$ cat config.mk
export PLATFORM = sky130hd
export DESIGN_NAME = fetch_stage
export DESIGN_NICKNAME = d
export VERILOG_FILES = /design/src/rtl/fetch_stage_pkg.sv /design/src/rtl/fetch_stage_buffer.sv /design/src/rtl/fetch_stage.sv
export SDC_FILE = /design/constraint.sdc
export NUM_CORES = 1
export LEC_CHECK = 0
export CAP_MARGIN = 25
export CORE_MARGIN = 2
export CORE_UTILIZATION = 49
export CTS_CLUSTER_DIAMETER = 30
export DETAILED_ROUTE_END_ITERATION = 6
export PLACE_DENSITY = 0.91
export SYNTH_ARGS = -nofsm -noshare
export SYNTH_HDL_FRONTEND = slang
export SYNTH_HIERARCHICAL = 1
export SYNTH_SLANG_ARGS = --single-unit
$ cat constraint.sdc
create_clock -name clk -period 2.7 [get_ports clk]
set_input_delay 0.27 -clock clk [delete_from_list [all_inputs] [get_ports clk]]
set_output_delay 0.27 -clock clk [all_outputs]
set_load 0.01 [all_outputs]
$ cat src/rtl/fetch_stage_pkg.sv
// Shared types and constants for the instruction-fetch stage.
package fetch_stage_pkg;

    localparam logic [31:0] FETCH_RESET_PC = 32'hBFC0_0000;
    localparam int unsigned FETCH_PC_STEP  = 4;

    typedef enum logic [1:0] {
        IDLE,
        REQ,
        WAIT,
        DROP
    } fetch_state_t;

    typedef struct packed {
        logic [31:0] instr;
        logic [31:0] pc;
        logic        adel;
    } fetch_entry_t;

endpackage

$ cat src/rtl/fetch_stage_buffer.sv
// One-entry valid/ready holding register between fetch and decode.
// A clear wins over a load so a redirect can never leave a stale word behind.
module fetch_stage_buffer
    import fetch_stage_pkg::*;
(
    input  logic         clk,
    input  logic         reset,
    input  logic         clear,
    input  logic         load,
    input  fetch_entry_t load_entry,
    input  logic         out_ready,
    output logic         out_valid,
    output fetch_entry_t entry
);

    // Hold the entry until the decoder takes it; reload or clear as commanded.
    always_ff @(posedge clk) begin
        if (reset || clear) begin
            out_valid <= 1'b0;
            entry     <= '0;
        end else if (load) begin
            out_valid <= 1'b1;
            entry     <= load_entry;
        end else if (out_valid && out_ready) begin
            out_valid <= 1'b0;
        end
    end

endmodule

$ cat src/rtl/fetch_stage.sv
// Instruction-fetch stage: owns the PC, runs one i-bus request at a time and
// hands fetched words to the decoder through a one-entry buffer. Redirects
// replace the PC and kill any in-flight or buffered fetch.
module fetch_stage
    import fetch_stage_pkg::*;
#(
    parameter logic [31:0] RESET_PC = FETCH_RESET_PC,
    parameter int unsigned PC_STEP  = FETCH_PC_STEP
) (
    input  logic        clk,
    input  logic        reset,
    output logic        ireq_valid,
    output logic [31:0] ireq_addr,
    input  logic        ireq_ready,
    input  logic        iresp_valid,
    input  logic [31:0] iresp_data,
    input  logic        redirect_valid,
    input  logic [31:0] redirect_pc,
    output logic        out_valid,
    input  logic        out_ready,
    output logic [31:0] out_instr,
    output logic [31:0] out_pc,
    output logic        out_adel
);

    fetch_state_t state, state_next;
    logic [31:0]  pc, pc_next;
    logic [31:0]  req_addr, req_addr_next;
    logic         kill_pending, kill_next;
    logic         adel_done, adel_next;
    logic         buf_load;
    logic         buf_valid;
    logic         can_issue;
    fetch_entry_t buf_in;
    fetch_entry_t buf_out;

    // The buffer is free when empty or being drained by the decoder this cycle.
    assign can_issue = !buf_valid || out_ready;

    // The request address is latched at issue so a redirect during REQ cannot disturb it.
    assign ireq_valid = (state == REQ);
    assign ireq_addr  = req_addr;

    assign out_valid = buf_valid;
    assign out_instr = buf_out.instr;
    assign out_pc    = buf_out.pc;
    assign out_adel  = buf_out.adel;

    // State, PC and kill bookkeeping registers.
    always_ff @(posedge clk) begin
        if (reset) begin
            state        <= IDLE;
            pc           <= RESET_PC;
            req_addr     <= RESET_PC;
            kill_pending <= 1'b0;
            adel_done    <= 1'b0;
        end else begin
            state        <= state_next;
            pc           <= pc_next;
            req_addr     <= req_addr_next;
            kill_pending <= kill_next;
            adel_done    <= adel_next;
        end
    end

    // Next-state, PC update and buffer fill; a redirect always takes the PC.
    // A misaligned PC yields a single AdEL entry until the next redirect.
    always_comb begin
        state_next    = state;
        pc_next       = pc;
        req_addr_next = req_addr;
        kill_next     = kill_pending;
        adel_next     = adel_done;
        buf_load      = 1'b0;
        buf_in        = '0;

        if (redirect_valid) begin
            pc_next   = redirect_pc;
            adel_next = 1'b0;
        end

        case (state)
            IDLE: begin
                if (!redirect_valid && can_issue) begin
                    if (pc[1:0] == 2'b00) begin
                        state_next    = REQ;
                        req_addr_next = pc;
                    end else if (!adel_done) begin
                        buf_load    = 1'b1;
                        buf_in.pc   = pc;
                        buf_in.adel = 1'b1;
                        adel_next   = 1'b1;
                    end
                end
            end
            REQ: begin
                if (redirect_valid) begin
                    kill_next = 1'b1;
                end
                if (ireq_ready) begin
                    state_next = (kill_pending || redirect_valid) ? DROP : WAIT;
                    kill_next  = 1'b0;
                end
            end
            WAIT: begin
                if (redirect_valid) begin
                    state_next = iresp_valid ? IDLE : DROP;
                end else if (iresp_valid) begin
                    buf_load     = 1'b1;
                    buf_in.instr = iresp_data;
                    buf_in.pc    = pc;
                    pc_next      = pc + 32'(PC_STEP);
                    state_next   = IDLE;
                end
            end
            DROP: begin
                if (iresp_valid) begin
                    state_next = IDLE;
                end
            end
            default: state_next = IDLE;
        endcase
    end

    fetch_stage_buffer u_buffer (
        .clk        (clk),
        .reset      (reset),
        .clear      (redirect_valid),
        .load       (buf_load),
        .load_entry (buf_in),
        .out_ready  (out_ready),
        .out_valid  (buf_valid),
        .entry      (buf_out)
    );

endmodule

==> results of run 1 <==
## power by group through the flow
| stage | clock network [mW] | logic [mW] | registers (mW) |
|---|---|---|---|
| final | 2.29 | 0.571 | 2.12 |
| after global routing | 2.39 | 0.618 | 2.12 |
| after CTS | 2.30 | 0.571 | 2.11 |
| after detailed placement | 0 | 0.566 | 2.16 |
| after global placement | 0 | 0.557 | 2.15 |
| after floorplan | 0 | 0.358 | 2.14 |
## logic make-up (layout without fill, tap and decap cells)
group,count (synthesis),count (layout),synth area share
compound gates,72,72,0.0730
xor+xnor,19,19,0.0269
fa+ha+maj,1,1,0.00202
buf+inv,57,223,0.0687
flops,134,134,0.433
mux,71,71,0.115
simple gates,335,335,0.281
## path summary, 6_finish.rpt
path	startpoint	to	slack (ps)	cells past startpoint
max reg2reg	pc[3]	pc[22]	360	6
min	reset	ireq_addr[20]	270	2
min reg2reg	ireq_addr[8]	ireq_addr[8]	460	2
max	pc[3]	pc[22]	360	6
## cell usage in the layout, fill, tap and decap left out, types with 2 or more instances in the layout
cell type,n
clkbuf_1,2
o31a_1,2
nor3_1,13
a2111oi_0,2
clkbuf_16,17
xor2_1,7
nand2_1,83
inv_1,5
buf_4,15
xnor2_1,12
clkdlybuf4s50_1,167
a311oi_1,2
nor4_1,8
nand4_4,3
and2_1,34
nor2b_1,31
a2bb2oi_1,2
clkinvlp_4,4
nand3_1,21
a21oi_1,38
nor3_2,2
nand2b_1,3
nor2_1,98
a31oi_1,2
o21ai_0,5
and3_2,2
dfxtp_1,134
nand4b_1,2
a211oi_1,10
clkbuf_8,2
buf_12,2
nor4_2,4
mux2i_1,71
nand4_1,6
clkinv_4,3
bufinv_16,2
and3_1,7
clkinv_2,3
## area by class of cell
cell class                      instances  area share
Clock buffer                           21      0.0546
Clock inverter                         11      0.0150
Inverter                                6     0.00282
Multi-Input combinational cell        498       0.366
Sequential cell                       134       0.318
Tap cell                              172      0.0255
Timing Repair Buffer                  185       0.217
## state kept, by name (all words and copies together) (netlist names)
name,cells
ireq_addr,32
state,2
adel_done,1
kill_pending,1
pc,32
u_buffer/entry,65
u_buffer/out_valid,1
## per-layer routing
metal,track usage,wire length [um]
met4,0.0952,312
met1,0.326,7480
met5,0,0
met3,0.0555,926
met2,0.397,8060
## metrics by stage
step / instances / hold WS [ps] / setup slack (ps) / power, mW
final: 1027 / 270 / 361 / 4.97
after CTS: 1027 / 255 / 397 / 4.99
after floorplan: 689 / 367 / 535 / 2.50
after detailed placement: 995 / 449 / 257 / 2.72
after global routing: 1027 / 321 / 272 / 5.14
after global placement: 995 / 445 / 326 / 2.71
## critical path: stages, from the launching register on
cell and delay (ps):
dfxtp_1 470, ha_1 360, nand4_4 230, nor4_4 350, nand4_1 200, or4b_1 500
o311a_1 120
==> qor.yml, run 1 <==
setup_path:
  arrival_ps: 2650
  critical_path_class: "register to register"
  endpoint_kind: "register"
  critPathLaunchType: "register"
  cp_max_fo: 9
  worstPathRequired_ps: 3010
power_and_ir_drop:
  leakagePower_nw: 2.99
  pwr_density_cell_nw_per_um2: 590
  combPwrFrac: 0.115
  power.switching_mw: 1.24
  internal-power_mw: 3.74
  p_clk_frac: 0.460
  vdd_drop_max_mv: 0.429
  seqPwrFrac: 0.426
  sw_frac_of_total: 0.249
finish:
  multi_input_area_um2: 3090
  final_nets: 913
  fin_util: 0.676
  n_antenna_cell: 0
  syn_to_final_growth_pct: 36.2
  num-fill-cells: 981
  stdcell_area_um2: 8430
  drive_gt1_frac: 0.0830
  seq_area_um2: 2680
sta:
  setup_tns_ps: 0
  period_needed_ps: 2340
  finClkSkew_ps: 12.4
  timing.fmax_ghz: 0.427
  setup_viol: 0
  period_share: 0.866
  finalHoldViolations: 0
  slew_headroom: 0.567
  rsz0062_at_grt: "no"
  slew_viol_final: 0
  worst_pin_slew_ps: 650
global_routing:
  grtUsageTotal: 0.247
  grt_first_pass_wirelength_mm: 25.9
  grt_max_degree: 59
  antenna_found_initial: 0
  overflow: 0
  grt_pass1_vias: 5170
clocking:
  cts_sinks: 134
  cts_hold_buf: 0
  root_buffer: "clkbuf_16"
  worstSkewPairLatency_ps: 420
  path_clk_slew_ps: 60
  cts_setup_buffers: 0
  ctsResizeCount: 0
  cts_buffer_depth: 2
  h-tree-depth: 4
  cts_tree: "built"
  numCtsBuffers: 17
yosys:
  synthCells: 689
  synth_area_per_cell_um2: 8.98
  yosysMostFrequentCell: "dfxtp_1"
  synth.largest_area_cell: "dfxtp_1"
  async_reset_ff_frac: 0
  yosys-top-cells-area: "dfxtp_1 43%, mux2i_1 11%, nor2_1 6.0%"
  synth_commonest_cells: "134 x dfxtp_1, 99 x nor2_1, 83 x nand2_1"
  yosys_warnings: 6
  synth_edf_count: 0
  synth_seq_cells: 134
  synthFlopType: "dfxtp_1"
  ys_seq_area_frac: 0.433
  post-synth-top-area-fraction: 0.433
  synth_area_um2: 6190
  syn_nets: 760
  synth_cell_type_count: 63
route:
  drt_pass1_iterations: 5
  routed_wl_mm: 16.8
  drt_iter0_markers: 456
  viasPerCell: 5.34
  via_count: 5484
  drc: 0
  drtAntennaViolNets: 0
  wl_per_cell_um: 16.3
floorplan:
  die_w_um: 116
  core_region_area_um2: 12500
  initial_core_util: 0.496
  die-area_um2: 13500
  dieHeight_um: 116
  row_count: 41
  ios: 169
job:
  maxCapViolCount: 0
min_path:
  hold_path_class: "input pin to register"
placement:
  gp_congestion: 0.923
  place.port_buffers: 168
  dpl-instance-area_um2: 7840
  dp_hpwl_mm: 11.4
run_status:
  outcome: "complete, no violations"
No activity file was read; power rests on OpenSTA's default activity.
==> run 2: changes to the inputs <==
CTS_CLUSTER_SIZE = 20   (was not set)
TNS_END_PERCENT = 50   (was not set)
==> results of run 2 <==
The final DEF is identical to that of run 1; final timing and power are the same.
==> run 3: changes to the inputs <==
CORE_UTILIZATION = 60   (was 49)
DONT_BUFFER_PORTS = 1   (was not set)
PLACE_DENSITY = 0.86   (was 0.91)
==> run 3 against run 2 <==
Power decreased by 4.0%; clock power decreased by 3%; clock skew decreased by 1.5 ps; wire length decreased by 3.6%; fmax decreased by 8.5%.
==> qor.yml, run 3 (synthesis results as in run 1) <==
run_status:
  outcome: "complete, no violations"
sta:
  setup_tns_ps: 0  # unchanged
  finClkSkew_ps: 10.9  # -1.46 ps
  rsz0062_at_grt: "no"
  finalHoldWorstSlack_ps: 22.2  # -248 ps
  finalHoldViolations: 0  # unchanged
  slew_viol_final: 0  # unchanged
  period_share: 0.947  # +0.0805
  slew_headroom: 0.554  # -0.0127
  setup_viol: 0  # unchanged
  worst_pin_slew_ps: 669  # +19.1 ps
  timing.fmax_ghz: 0.391  # -8.5%
  layout_setup_ws_ps: 143  # -217 ps
  period_needed_ps: 2560  # +217 ps
clocking:
  h-tree-depth: 4  # unchanged
  cts_buffer_depth: 2  # unchanged
  root_buffer: "clkbuf_8"
  cts_setup_buffers: 0  # unchanged
  ctsResizeCount: 0  # unchanged
  numCtsBuffers: 17  # unchanged
  cts_sinks: 134  # unchanged
  worstSkewPairLatency_ps: 520  # +100 ps
  path_clk_slew_ps: 70  # about the same
  cts_tree: "built"
finish:
  num-fill-cells: 747  # -24%
  multi_input_area_um2: 3090  # unchanged
  final_nets: 778  # -15%
  seq_area_um2: 2680  # unchanged
  drive_gt1_frac: 0.0917  # +0.00863
  regMostFlops: "u_buffer/entry"
  final_cell_mix: "134 x dfxtp_1, 98 x nor2_1, 83 x nand2_1"
  syn_to_final_growth_pct: 14.0
  n_antenna_cell: 0  # unchanged
  largest_register_ffs: 65  # unchanged
  fin_util: 0.693  # +0.0167
  layout_commonest_cell: "dfxtp_1"
job:
  maxCapViolCount: 0  # unchanged
global_routing:
  antenna_found_initial: 0  # unchanged
  grt_max_degree: 53  # -10%
  grt_pass1_vias: 5098  # -1.4%
  grt_first_pass_wirelength_mm: 25.6  # -1.1%
  grtUsageTotal: 0.288  # +0.0405
  overflow: 0  # unchanged
route:
  drtAntennaViolNets: 0  # unchanged
  drc: 0  # unchanged
  drt_pass1_iterations: 6  # +1
  wl_per_cell_um: 18.9  # +16%
  viasPerCell: 6.03  # +13%
  via_count: 5162  # -5.9%
  drt_iter0_markers: 515  # +13%
  routed_wl_mm: 16.2  # -3.6%
power_and_ir_drop:
  vdd_drop_max_mv: 0.441  # +2.8%
  leakagePower_nw: 2.50  # -16%
  pwr_density_cell_nw_per_um2: 677  # +15%
setup_path:
  worstPathRequired_ps: 3160  # +150 ps
  critPathLaunchType: "register"
  endpoint_kind: "register"
  critical_path_class: "register to register"
  cp_max_fo: 12  # +3
  regToRegSetupSlack_ps: 140  # -220 ps
  arrival_ps: 3020  # +370 ps
placement:
  place.port_buffers: 0  # -100%
  gp_congestion: 0.851  # -7.8%
  dpl_worst_slack_ps: 293  # +35.4 ps
  dp_hpwl_mm: 10.3  # -9.1%
floorplan:
  core_region_area_um2: 10200  # -18%
  initial_core_util: 0.608  # +0.111
  ios: 169  # unchanged
  die_w_um: 106  # -9.3%
  row_count: 37  # -9.8%
  dieHeight_um: 106  # -9.3%
  die-area_um2: 11100  # -18%
min_path:
  hold_path_class: "input pin to register"
==> run 3: worst max-delay path, cell delays in order, from the launching register on <==
cell and delay [ps]:
dfxtp_1 540, and3b_1 520, nand4_4 210, nor4_2 340, xnor2_1 120, a211oi_2 210
dlygate4sd3_1 570
==> run 3: stage by stage <==
stage               instance area [um^2]  cells  power, mW
floorplan                           6190    689       2.50
global placement                    6080    784       2.51
detailed placement                  6080    784       2.53
CTS                                 7050    856       4.79
global route                        7050    856       4.95
finish                              7050    856       4.78
==> run 3: metal layers <==
metal / part of all wire / vias up / GRT usage
met5: 0 / - / 0
li1: - / 2388 / -
met4: 0.035 / 0 / 0.138
met1: 0.37 / 2420 / 0.331
met2: 0.49 / 291 / 0.482
met3: 0.10 / 63 / 0.0934
==> run 3: path summary, 6_finish.rpt <==
kind	from	depth (start not counted)	end
max	state[1]	6	pc[30]
min	iresp_data[8]	3	u_buffer/entry[41]
max reg2reg	state[1]	6	pc[30]
min reg2reg	ireq_addr[11]	2	ireq_addr[11]
==> run 3: power breakdown <==
group | switching, mW | total [mW] | leakage [nW] | internal (mW)
registers | 0.103 | 2.14 | 1.09 | 2.04
clock network | 0.936 | 2.21 | 0.265 | 1.27
logic | 0.237 | 0.428 | 1.15 | 0.191
total | 1.28 | 4.78 | 2.50 | 3.50
==> run 3: timing repair <==
item | 4_1_cts | 5_1_grt
hold buffers | 40 | 0
endpoints found under the setup margin | 0 | 0
hold endpoints to repair | 56 | 0
==> run 3: cell type report <==
class / instances / area share
repair buffers: 50 / 0.0741
flip-flops and latches: 134 / 0.380
well taps: 136 / 0.0241
clock inverters: 14 / 0.0197
clock buffers: 18 / 0.0607
multi-input cells: 498 / 0.438
inverters: 6 / 0.00337
